$ cat src/rtl/transpose_drain_fifo.sv
// transpose_drain_fifo: output buffer behind the transpose stage.
// Every beat from the transpose stage is captured unconditionally and
// re-presented on a valid/ready interface with first-word fall-through.
// A block-granular credit (block_ready) lets the upstream issuer start an
// ELEMS-beat block only when the whole block is guaranteed to fit.
module transpose_drain_fifo #(
    parameter int DATA_SIZE = 8,
    parameter int ELEMS     = 4,
    parameter int BLOCKS    = 2,
    localparam int DEPTH    = BLOCKS * ELEMS,
    localparam int LW       = $clog2(DEPTH + 1)
) (
    input  logic                         clk,
    input  logic                         rstn,
    input  logic [DATA_SIZE*ELEMS-1:0]   in_data,
    input  logic                         in_valid,
    input  logic                         in_last,
    input  logic                         block_issue,
    output logic                         block_ready,
    output logic [DATA_SIZE*ELEMS-1:0]   out_data,
    output logic                         out_valid,
    output logic                         out_last,
    input  logic                         out_ready,
    output logic [LW-1:0]                level,
    output logic                         overflow
);

    // Counter width covers 0..DEPTH+ELEMS so no intermediate sum can wrap.
    localparam int CW = $clog2(DEPTH + ELEMS + 1);
    localparam int PW = (DEPTH > 1) ? $clog2(DEPTH) : 1;
    localparam int BW = DATA_SIZE * ELEMS;

    localparam logic [CW-1:0] DEPTH_C = CW'(DEPTH);
    localparam logic [CW-1:0] ELEMS_C = CW'(ELEMS);
    localparam logic [PW-1:0] LAST_P  = PW'(DEPTH - 1);

    logic [BW:0]    mem [DEPTH];
    logic [PW-1:0]  wr_ptr;
    logic [PW-1:0]  rd_ptr;
    logic [CW-1:0]  count;
    logic [CW-1:0]  pending;

    logic           push;
    logic           pop;
    logic           issue_ok;
    logic           consume;
    logic [CW-1:0]  count_next;
    logic [CW-1:0]  pending_next;

    // Handshake decode, credit and next-state arithmetic for the counters.
    always_comb begin
        out_valid    = (count != '0);
        pop          = out_valid && out_ready;
        push         = in_valid && ((count < DEPTH_C) || pop);
        // count + pending never exceeds DEPTH, so the sum form avoids underflow.
        block_ready  = (count + pending + ELEMS_C) <= DEPTH_C;
        issue_ok     = block_issue && block_ready;
        consume      = push && ((pending != '0) || issue_ok);
        count_next   = count + CW'(push) - CW'(pop);
        pending_next = pending + (issue_ok ? ELEMS_C : '0) - CW'(consume);
    end

    // First-word fall-through: the head entry is read straight from storage.
    always_comb begin
        out_data = mem[rd_ptr][BW-1:0];
        out_last = mem[rd_ptr][BW];
    end

    assign level = count[LW-1:0];

    // Storage array; contents are intentionally not cleared by reset.
    always_ff @(posedge clk) begin
        if (push) begin
            mem[wr_ptr] <= {in_last, in_data};
        end
    end

    // Pointers, occupancy, reservations and the sticky error flag.
    always_ff @(posedge clk) begin
        if (!rstn) begin
            wr_ptr   <= '0;
            rd_ptr   <= '0;
            count    <= '0;
            pending  <= '0;
            overflow <= 1'b0;
        end else begin
            if (push) begin
                wr_ptr <= (wr_ptr == LAST_P) ? '0 : wr_ptr + 1'b1;
            end
            if (pop) begin
                rd_ptr <= (rd_ptr == LAST_P) ? '0 : rd_ptr + 1'b1;
            end
            count   <= count_next;
            pending <= pending_next;
            if ((in_valid && !push) || (block_issue && !block_ready)) begin
                overflow <= 1'b1;
            end
        end
    end

endmodule

$ cat config.mk
export PLATFORM = sky130hd
export DESIGN_NAME = transpose_drain_fifo
export DESIGN_NICKNAME = d
export VERILOG_FILES = /design/src/rtl/transpose_drain_fifo.sv
export SDC_FILE = /design/constraint.sdc
export NUM_CORES = 1
export LEC_CHECK = 0
export CAP_MARGIN = 40
export CORE_MARGIN = 3
export CORE_UTILIZATION = 50
export CTS_CLUSTER_DIAMETER = 40
export DETAILED_ROUTE_END_ITERATION = 10
export HOLD_SLACK_MARGIN = 0.15
export PLACE_DENSITY_LB_ADDON = 0.05
export SLEW_MARGIN = 10
export SYNTH_ARGS = -nofsm -noshare
export SYNTH_HDL_FRONTEND = slang
export SYNTH_SLANG_ARGS = --single-unit
$ cat constraint.sdc
create_clock -name clk -period 6.2 [get_ports clk]
set_input_delay 1.24 -clock clk [delete_from_list [all_inputs] [get_ports clk]]
set_output_delay 1.24 -clock clk [all_outputs]
set_load 0.1 [all_outputs]
==> impl_metrics.toml <==
[sta]
setup_viol = 0
timing.fmax_mhz = 239.2
slew-limit-headroom = 0.5423
period_needed_ps = 4181
final-hold-violation-count = 0
tightest_slew_ps = 685.9
rsz0062_at_grt = "false"
fin_skew_ps = 15.08
setup_tns_ps = 0
slew_violations = 0
finalCritPeriodShare = 0.6744

[yosys]
muxShareOfSynthArea = 0.1705
synth_most_common_cell = "edfxtp_1"
synth_top_family_by_area = "multiplexers"
synth.distinct_cells = 35
synthAdderAreaFrac = 0.02375
yosysTopAreaCell = "edfxtp_1"
synth_compound_area_frac = 0.008677
synth-simple-area-share = 0.01941
synthesis.instances = 491
synth_top_area_frac = 0.7234
ys_ff_latch = 282
synth_xor_area_frac = 0.005594
async_flop_share = 0
ys.flop_type = "edfxtp_1"
synth_edf_count = 264
avgSynthCellArea_um2 = 22.32
netlist_top_cells_area = "edfxtp_1 (72%), mux4_2 (14%), mux2_2 (3.4%), dfxtp_1 (3.3%), ha_1 (1.8%)"
syn_area_um2 = 10960
yosys_warnings = 0
seq_area_frac_synth = 0.7563
synth_nets = 548
synth.cells.most_frequent = "edfxtp_1 (264), mux4_2 (66), mux2_2 (33)"

[hold_path]
hold_path.class = "reg2reg"

[worst_setup_path]
endpoint_kind = "primary output"
start_kind = "flip-flop"
r2r_slack_ps = 2930
critical_path_required_ps = 4960
worst_ep_arrival_time_ps = 2940
path_class = "reg2out"
critical_path_peak_fanout = 7

[layout]
nFillCells = 1401
regArea_um2 = 8297
insertedDiodeCount = 0
fin_cells = 946
drive_above_1_share = 0.3443
multi_input_area_um2 = 2544
nets = 701
syn_to_final_growth_pct = 28.35

[pwr]
clockPowerShare = 0.314
ir_drop_mv = 0.4343
pwr-share-comb = 0.348
power_frac_seq = 0.338
swShare = 0.3278
powerDensity_nw_per_um2 = 486.8
p_leak_nw = 4.671
p_int_w = 0.004602
switching_power_w = 0.002245

[floorplan]
num_rows = 53
core_area_um2 = 21290
die_h_um = 154.1
start_util = 0.5148
ios = 78
dieArea_um2 = 23730
die_x_um = 154.1

[run_status]
outcome = "finished, final reports clean"

[clocking]
post_cts_buffers = 0
clock-sinks = 282
root_buffer = "clkbuf_16"
numCtsBuffers = 36
cts_buffer_depth = 3
cts_tree = "done"
cts_hold_buf = 0
clk_pin_slew_ps = 50
htree_levels = 2
cts_resized = 0
insertion_delay_ps = 510

[drt]
drtIter0Drc = 302
dr_total_vias = 5220
dr_wl_met2_mm = 10.22
top_layer = "met4"
postRouteAntennaNets = 0
routed_wl_mm = 20.32
drt-met1-wl_mm = 8.614
wire_per_inst_um = 21.48
first_pass_iters = 4
vias_per_cell = 5.518
drc = 0
dr_wl_met3_mm = 1.170

[grt]
grt_max_degree = 41
grt_use_total = 0.1773
grt_pass1_wl_mm = 32.31
grt_pass1_vias = 5819
gr-total-overflow = 0
antenna_found_initial = 0

[place]
gp_congestion = 0.7340
portBuffers = 77
dpl.hpwl_mm = 11.79
placed_cells = 881

[flow_run]
cap_violations = 0
[placed cells by master (no fill, tap or decap), types with 2 or more instances in the layout]
cell / Yosys / routed
edfxtp_1: 264 / 264
clkdlybuf4s50_1: 0 / 77
mux4_2: 66 / 66
buf_8: 0 / 39
clkbuf_16: 0 / 37
mux2_2: 33 / 33
ha_1: 16 / 16
dfxtp_1: 18 / 15
buf_4: 0 / 15
inv_1: 14 / 14
nand2_1: 9 / 9
clkinv_2: 0 / 9
bufinv_16: 0 / 7
and2_1: 5 / 5
inv_6: 0 / 5
xnor2_1: 4 / 4
nor2b_1: 4 / 4
a21boi_0: 4 / 4
xor2_1: 3 / 3
fa_1: 3 / 3
clkbuf_1: 8 / 3
a21oi_1: 2 / 2
nor3b_2: 0 / 2
nor4b_2: 0 / 2
nor3_2: 0 / 2
or3_1: 2 / 2
a21boi_1: 2 / 2
nand3_1: 2 / 2
dfxtp_4: 0 / 2
clkinv_4: 0 / 2
buf_16: 0 / 2
buf_12: 0 / 2
[registers in the layout, summed over array words and instances (netlist names), named ones only]
register / flops
pending: 4
mem: 264
wr_ptr: 3
level: 4
overflow: 1
rd_ptr: 3
[through the flow]
step / power [W] / cell area (µm²) / worst slack [ps] / hold WS, ps / utilization
6_report: 0.006847 / 14070 / 2019 / 502.0 / 0.6608
5_1_grt: 0.007123 / 14070 / 1855 / 533.6 / 0.6608
4_1_cts: 0.006936 / 14070 / 1976 / 503.7 / 0.6608
3_5_place_dp: 0.004764 / 12800 / 2532 / 495.7 / 0.6014
3_3_place_gp: 0.004322 / 12130 / 1806 / 466.3 / 0.5700
2_1_floorplan: 0.003910 / 10960 / 372.7 / 460.1 / -
[power groups by stage]
stage | registers (W) | logic (W) | clock network (W)
2_1_floorplan | 0.00239 | 0.00152 | 0
3_3_place_gp | 0.00240 | 0.00192 | 0
3_5_place_dp | 0.00235 | 0.00241 | 0
4_1_cts | 0.00232 | 0.00242 | 0.00220
5_1_grt | 0.00233 | 0.00251 | 0.00228
6_report | 0.00231 | 0.00238 | 0.00215
[critical path, stage by stage, from the launching register on]
cell,delay (ps)
dfxtp_1,390
ha_1,320
ha_1,130
inv_1,50
fa_1,380
xor2_1,160
xnor2_1,270
nand2_1,90
clkdlybuf4s50_1,470
buf_8,190
[area by class of cell]
cell class                      count  share of cell area
Timing Repair Buffer              135              0.1112
Clock buffer                       40             0.06663
Sequential cell                   282              0.5898
Multi-Input combinational cell    175              0.1808
Clock inverter                     25             0.02331
Inverter                           14            0.003736
Tap cell                          275             0.02446
[logic make-up (layout without fill, tap and decap cells)]
logic type               count (synthesis)  in the layout
AO/OA/AOI/OAI                           13             13
XOR/XNOR                                 7              7
AND/OR/NAND/NOR                         36             36
buffers and inverters                   34            214
adder cells (fa/ha/maj)                 19             19
multiplexers                           100            100
flip-flops                             282            282
[layer usage]
| layer | track usage | vias to the layer above |
|---|---|---|
| met4 | 0.04836 | 0 |
| met2 | 0.2960 | 134 |
| met1 | 0.2426 | 2714 |
| li1 | - | 2345 |
| met3 | 0.03434 | 27 |
| met5 | 0 | - |
[path summary, 6_finish.rpt]
path | from | endpoint | cells after the start
min reg2reg | rd_ptr[0] | flip-flop | 2
max | level[1] | block_ready | 9
min | rd_ptr[0] | flip-flop | 2
max reg2reg | level[1] | pending[3] | 16
Power figures use the tool's default switching activity.
